## config.mk

```make
export PLATFORM = sky130hd
export DESIGN_NAME = ne_hd_unload_ctrl
export DESIGN_NICKNAME = d
export VERILOG_FILES = /design/src/rtl/ne_decoder_pkg.sv /design/src/rtl/ne_row_fifo.sv /design/src/rtl/ne_hd_unload_ctrl.sv
export SDC_FILE = /design/constraint.sdc
export NUM_CORES = 2
export LEC_CHECK = 0
export ABC_AREA = 1
export ABC_CLOCK_PERIOD_IN_PS = 72900
export BUFFER_PORTS_ARGS = -buffer_cell sky130_fd_sc_hd__buf_2
export CAP_MARGIN = 20
export CORE_AREA = 2 2 380 382
export DETAILED_ROUTE_END_ITERATION = 10
export DIE_AREA = 0 0 382 384
export PLACE_DENSITY_LB_ADDON = 0.05
export SYNTH_ARGS = -nofsm -noshare
export SYNTH_HDL_FRONTEND = slang
export SYNTH_SLANG_ARGS = --single-unit
```

## constraint.sdc

```tcl
create_clock -name clk -period 72.9 [get_ports clk]
set_input_delay 14.58 -clock clk [delete_from_list [all_inputs] [get_ports clk]]
set_output_delay 14.58 -clock clk [all_outputs]
set_load 0.03 [all_outputs]
```

## src/rtl/ne_decoder_pkg.sv

```systemverilog
// Shared NE decoder constants, unload FSM state type and beat-count helpers.
// Pure declarations: no latency and no flow control of its own.
package ne_decoder_pkg;

  localparam int NE_KB           = 14;
  localparam int NE_HDWIDTH      = 32;
  localparam int NE_ADDRESSWIDTH = 5;
  localparam int NE_UNLOADCOUNT  = 17;

  typedef enum logic [1:0] {
    ST_IDLE  = 2'd0,
    ST_ISSUE = 2'd1,
    ST_DRAIN = 2'd2
  } ne_unload_state_t;

  function automatic int ne_beats(input int rowbits, input int outw);
    return rowbits / outw;
  endfunction

  // Width of a counter holding values 0..n-1.
  function automatic int ne_cntw(input int n);
    return (n <= 2) ? 1 : $clog2(n);
  endfunction

endpackage

```

## src/rtl/ne_row_fifo.sv

```systemverilog
// Synchronous row FIFO with show-ahead head, count, full and empty flags.
// Head is visible the cycle after a write. The caller must not write when full.
module ne_row_fifo #(
  parameter int W     = 448,
  parameter int DEPTH = 4,
  parameter int CNTW  = $clog2(DEPTH) + 1
) (
  input  logic            clk,
  input  logic            rst,
  input  logic            i_wr_vld,
  input  logic [W-1:0]    i_wr_dat,
  input  logic            i_pop,
  output logic [W-1:0]    o_head,
  output logic [CNTW-1:0] o_count,
  output logic            o_full,
  output logic            o_empty
);
  localparam int AW = $clog2(DEPTH);

  logic [W-1:0]    r_mem [DEPTH];
  logic [AW-1:0]   r_wptr;
  logic [AW-1:0]   r_rptr;
  logic [CNTW-1:0] r_count;
  logic            w_rd;

  assign w_rd    = i_pop && !o_empty;
  assign o_head  = r_mem[r_rptr];
  assign o_count = r_count;
  assign o_full  = (r_count == CNTW'(DEPTH));
  assign o_empty = (r_count == '0);

  always_ff @(posedge clk or posedge rst) begin
    if (rst) begin
      for (int i = 0; i < DEPTH; i++) r_mem[i] <= '0;
      r_wptr  <= '0;
      r_rptr  <= '0;
      r_count <= '0;
    end else begin
      if (i_wr_vld) begin
        r_mem[r_wptr] <= i_wr_dat;
        r_wptr        <= r_wptr + AW'(1);
      end
      if (w_rd) r_rptr <= r_rptr + AW'(1);
      // Simultaneous write and pop leaves the count unchanged.
      case ({i_wr_vld, w_rd})
        2'b10:   r_count <= r_count + CNTW'(1);
        2'b01:   r_count <= r_count - CNTW'(1);
        default: r_count <= r_count;
      endcase
    end
  end

endmodule

```

## src/rtl/ne_hd_unload_ctrl.sv

```systemverilog
// HD unload controller: credit-paced core reads into a row FIFO, serialised to OUTW-bit valid/ready beats.
// First beat RDLAT+2 cycles after unload_start; reads stall on credits; NE_HDOUT_BITREV_EN bit-reverses each beat.
module ne_hd_unload_ctrl
  import ne_decoder_pkg::*;
#(
  parameter int Kb           = NE_KB,
  parameter int HDWIDTH      = NE_HDWIDTH,
  parameter int ADDRESSWIDTH = NE_ADDRESSWIDTH,
  parameter int UNLOADCOUNT  = NE_UNLOADCOUNT,
  parameter int RDLAT        = 2,
  parameter int FIFODEPTH    = 4,
  parameter int OUTW         = 32
) (
  input  logic                    clk,
  input  logic                    rst,
  input  logic                    unload_start,
  output logic                    unload_en,
  output logic [ADDRESSWIDTH-1:0] unload_addr,
  input  logic [Kb*HDWIDTH-1:0]   wrdin_vec,
  output logic [OUTW-1:0]         hd_out,
  output logic                    hd_valid,
  input  logic                    hd_ready,
  output logic                    hd_sof,
  output logic                    hd_eof,
  output logic                    busy,
  output logic                    frame_done,
  output logic                    start_drop
);
  localparam int ROWW  = Kb * HDWIDTH;
  localparam int BEATS = ne_beats(ROWW, OUTW);
  localparam int BW    = ne_cntw(BEATS);
  localparam int RW    = ne_cntw(UNLOADCOUNT);
  localparam int CNTW  = $clog2(FIFODEPTH) + 1;

  ne_unload_state_t        r_state;
  ne_unload_state_t        w_next;
  logic [ADDRESSWIDTH-1:0] r_addr;
  logic [RDLAT-1:0]        r_vpipe;
  logic [BW-1:0]           r_beat;
  logic [RW-1:0]           r_orow;
  logic                    r_done;

  logic [ROWW-1:0]         w_head;
  logic [CNTW-1:0]         w_fifo_cnt;
  logic                    w_full;
  logic                    w_empty;
  logic                    w_fifo_wr;
  logic                    w_pop;
  logic                    w_acc;
  logic                    w_last_beat;
  logic                    w_last_row;
  logic                    w_last_acc;
  logic                    w_start_ok;
  logic                    w_credit_ok;
  logic                    w_last_addr;
  int                      w_inflight;
  logic [OUTW-1:0]         w_slice;
  logic [OUTW-1:0]         w_beat_dat;

  // The frame_done cycle is IDLE but still refuses a new start.
  assign w_start_ok  = unload_start && (r_state == ST_IDLE) && !r_done;
  assign w_last_addr = (r_addr == ADDRESSWIDTH'(UNLOADCOUNT - 1));
  assign w_last_beat = (r_beat == BW'(BEATS - 1));
  assign w_last_row  = (r_orow == RW'(UNLOADCOUNT - 1));
  assign w_acc       = hd_valid && hd_ready;
  assign w_pop       = w_acc && w_last_beat;
  assign w_last_acc  = w_acc && w_last_beat && w_last_row;
  assign w_fifo_wr   = r_vpipe[RDLAT-1] && !w_full;

  always_comb begin
    w_inflight = 0;
    for (int i = 0; i < RDLAT; i++) w_inflight = w_inflight + int'(r_vpipe[i]);
    w_credit_ok = (int'(w_fifo_cnt) + w_inflight) < FIFODEPTH;
  end

  always_ff @(posedge clk or posedge rst) begin
    if (rst) r_state <= ST_IDLE;
    else     r_state <= w_next;
  end

  always_comb begin
    w_next = r_state;
    case (r_state)
      ST_IDLE:  if (w_start_ok) w_next = ST_ISSUE;
      ST_ISSUE: if (unload_en && w_last_addr) w_next = ST_DRAIN;
      ST_DRAIN: if (w_last_acc && (w_inflight == 0) && (w_fifo_cnt == CNTW'(1))) w_next = ST_IDLE;
      default:  w_next = ST_IDLE;
    endcase
  end

  always_comb begin
    unload_en   = (r_state == ST_ISSUE) && w_credit_ok;
    unload_addr = r_addr;
    busy        = (r_state != ST_IDLE);
    start_drop  = unload_start && !((r_state == ST_IDLE) && !r_done);
    frame_done  = r_done;
  end

  always_ff @(posedge clk or posedge rst) begin
    if (rst) begin
      r_addr  <= '0;
      r_vpipe <= '0;
      r_beat  <= '0;
      r_orow  <= '0;
      r_done  <= 1'b0;
    end else begin
      r_done <= (r_state == ST_DRAIN) && (w_next == ST_IDLE);
      if (unload_en) r_addr <= w_last_addr ? '0 : r_addr + ADDRESSWIDTH'(1);
      r_vpipe[0] <= unload_en;
      for (int i = 1; i < RDLAT; i++) r_vpipe[i] <= r_vpipe[i-1];
      if (w_acc) begin
        if (w_last_beat) begin
          r_beat <= '0;
          r_orow <= w_last_row ? '0 : r_orow + RW'(1);
        end else begin
          r_beat <= r_beat + BW'(1);
        end
      end
    end
  end

  ne_row_fifo #(
    .W     (ROWW),
    .DEPTH (FIFODEPTH),
    .CNTW  (CNTW)
  ) u_row_fifo (
    .clk      (clk),
    .rst      (rst),
    .i_wr_vld (w_fifo_wr),
    .i_wr_dat (wrdin_vec),
    .i_pop    (w_pop),
    .o_head   (w_head),
    .o_count  (w_fifo_cnt),
    .o_full   (w_full),
    .o_empty  (w_empty)
  );

  always_comb begin
    w_slice = w_head[int'(r_beat)*OUTW +: OUTW];
`ifdef NE_HDOUT_BITREV_EN
    w_beat_dat = {<<{w_slice}};
`else
    w_beat_dat = w_slice;
`endif
  end

  assign hd_valid = !w_empty;
  assign hd_out   = hd_valid ? w_beat_dat : '0;
  assign hd_sof   = hd_valid && (r_orow == '0) && (r_beat == '0);
  assign hd_eof   = hd_valid && w_last_row && w_last_beat;

endmodule

```

==> impl_metrics.csv <==
group,metric,value,unit
synthesis,synth.lib_cells_used.distinct,26,
synthesis,cells_after_synth,11400,
critical_path,critPathCaptureType,"primary output",
global_route,grt_antenna_before_repair,150,
cts,cts.root.buffer_cell,"sky130_fd_sc_hd__clkbuf_16",
placed_design,routabilityCongestion,0.888,
pwr,static-leakage-power,48.7,nW
critical_path,worst_r2r_endpoint,"u_row_fifo.r_mem[1445]",
run_status,status,"completed",
die,row_count,139,
routing,detail-route-antenna-nets,0,
synthesis,synth_seq_cells,1818,
timing,setup_viol,0,
layout,layout.cells.most_common,"sky130_fd_sc_hd__nand2_1",
routing,via_per_inst,5.64,
global_route,grt_start_max_net_pins,213,
synthesis,syn_area,0.0878,mm²
timing,clock-skew-final,0.0217,ns
die,floorplan.io_pins,496,
cts,clock_tree_from_tritoncts,"built",
cts,clk-insertion-delay-late,0.80,ns
routing,number_of_detailed_routing_iterations_run_before_antenna_repair,9,
cts,cts.repair_timing.setup_buffer_count,0,
critical_path,timing.setup.critical_path_class,"in2out",
routing,routed_length_per_instance,20.4,µm
critical_path,ff2ff_path_depth,10,
routing,dr_drc_count,0,
cts,cts_buffers,191,
synthesis,synth.net_count,11800,
timing,timing.fmax,33.8,MHz
timing,timing.slew.headroom,0.155,
cts,clk_buf_depth,3,
timing,worst_slew_pin_slew,1.27,ns
layout,layout-area-overhead-vs-synth,10.7,%
synthesis,yosys_warnings,0,
synthesis,ys_seq_area_frac,0.518,
global_route,gr-usage-all-layers,0.375,
cts,worst_setup_hold_path_clk_slew,0.06,ns
timing,final_slew_viol_count,0,
critical_path,reg2reg_slack,67.44,ns
timing,hold_violations,0,
pwr,total_power,0.00489,W
global_route,grt_first_pass_wirelength,424,mm
flow_run,drv_cap,0,
cts,cts-hold-fix-buffers,0,
routing,via_count,76500,
critical_path,worstSetupStartpoint,"unload_start",
cts,post_cts_resize_count,0,
die,die_width,382,µm
timing,timing.final.crit_share,0.406,
layout,post_route_cells_drive_above_1_share,0.107,
min_path,path_class_of_the_lowest_slack_min_delay_path,"reg2reg",
synthesis,synth_enable_flop_cells,0,
timing,fin_worst_hold_slack,0.424,ns
timing,period_needed,29.63,ns
die,fp.coreArea,0.143,mm²
layout,final_nets,11900,
placed_design,place.detailed.hpwl,174,mm
routing,detail_route.iter0.violations,9216,
cts,cts.htree.levels,4,
die,floorplan.initialDensity,0.615,
layout,final.fill_count,11800,
global_route,globalRoute.totalOverflow,0,
layout,commonest_non_fill_non_tap_cells_in_the_layout,"sky130_fd_sc_hd__nand2_1 (4208), sky130_fd_sc_hd__dfrtp_1 (1816), sky130_fd_sc_hd__inv_1 (1507)",
pwr,worst_ir_drop_vdd,0.0000530,V
routing,wirelength,276,mm
min_path,hold_depth,0,
critical_path,r2r-start,"u_row_fifo.o_count[0]",
critical_path,worst-endpoint-required,58.32,ns
global_route,grt_pass1_vias,71800,
pwr,p_per_area,50.3,mW/mm²
timing,fin_tns_setup,0,ns
critical_path,crit_path_max_fanout,2,
synthesis,postSynthAreaPerCell,7.72,µm²
die,die_h,384,µm
critical_path,crit_arrival,15.05,ns
placed_design,number_of_i_o_port_buffers,495,
synthesis,ys.flop_type,"sky130_fd_sc_hd__dfrtp_1",
die,die_area,0.147,mm²
critical_path,crit_path_end,"start_drop",
cts,clock_sink_count,1818,
critical_path,crit_path_launch_type,"primary input",
timing,grt_setup_unrepaired,"false",
synthesis,ys_async_sr_fraction,1.00,
## registers in the layout, indices dropped and copies added (netlist names)
signal	cells
u_row_fifo.r_mem	1792
r_orow	5
unload_addr	5
r_beat	4
u_row_fifo.o_count	3
r_state	2
r_vpipe	2
u_row_fifo.r_rptr	2
u_row_fifo.r_wptr	2
frame_done	1
## through the flow
| stage | utilization | instances | instance area, µm² | setup WS [ns] |
|---|---|---|---|---|
| 2_1_floorplan | - | 11400 | 87800 | 6.99 |
| 3_3_place_gp | 0.634 | 13100 | 90500 | 43.27 |
| 3_5_place_dp | 0.634 | 13100 | 90500 | 43.27 |
| 4_1_cts | 0.678 | 13500 | 96900 | 43.26 |
| 5_1_grt | 0.680 | 13500 | 97100 | 43.24 |
| 6_report | 0.681 | 13600 | 97200 | 43.27 |
## cell families after synthesis
kind of cell / share of synthesized area
XOR/XNOR: 0.000699
flip-flops: 0.518
multiplexers: 0.0411
adder cells (fa/ha/maj): 0.00228
buffers and inverters: 0.101
AO/OA/AOI/OAI: 0.0941
AND/OR/NAND/NOR: 0.243
## cell type report
cell class | instances | area [µm²] | area share
clock inverter | 52 | 557 | 0.00573
sequential | 1818 | 45500 | 0.468
antenna | 92 | 230 | 0.00237
clock buffer | 291 | 5790 | 0.0595
inverter | 1514 | 5710 | 0.0587
timing repair buffer | 604 | 3530 | 0.0363
multi-input combinational | 7306 | 33500 | 0.345
tap | 1903 | 2380 | 0.0245
## how the worst min path moves through the flow
stage | start | endpoint
after floorplan | r_vpipe[0] | r_vpipe[1]
after global placement | r_vpipe[0] | r_vpipe[1]
after detailed placement | r_vpipe[0] | r_vpipe[1]
after CTS | r_vpipe[0] | r_vpipe[1]
after global routing | r_vpipe[0] | r_vpipe[1]
final | r_vpipe[0] | r_vpipe[1]
## synthesized netlist by cell type (all sizes together) (7+ instances only)
cell | n | area share
nor3 | 7 | 0.00040
nor2 | 156 | 0.0068
mux2 | 320 | 0.041
buf | 386 | 0.021
o21ai | 1547 | 0.088
inv | 1511 | 0.065
o211ai | 64 | 0.0055
ha | 16 | 0.0023
nand3 | 967 | 0.055
nand2 | 4208 | 0.18
dfrtp | 1818 | 0.52
clkbuf | 340 | 0.015
## power by group
group / internal [W] / switching, W
combinational: 0.000652 / 0.00156
clock: 0.000582 / 0.000409
sequential: 0.00152 / 0.000171
## layer usage
metal	track usage	wire length, µm
met1	0.545	115000
met4	0.164	10800
met3	0.0981	31200
met5	0	675
met2	0.531	119000
## critical path: stages
cell	delay (ns)
sky130_fd_sc_hd__buf_2	0.09
sky130_fd_sc_hd__inv_1	0.04
sky130_fd_sc_hd__nor2_1	0.12
sky130_fd_sc_hd__buf_2	0.21
Note: power is estimated with default switching activity, not from simulation.
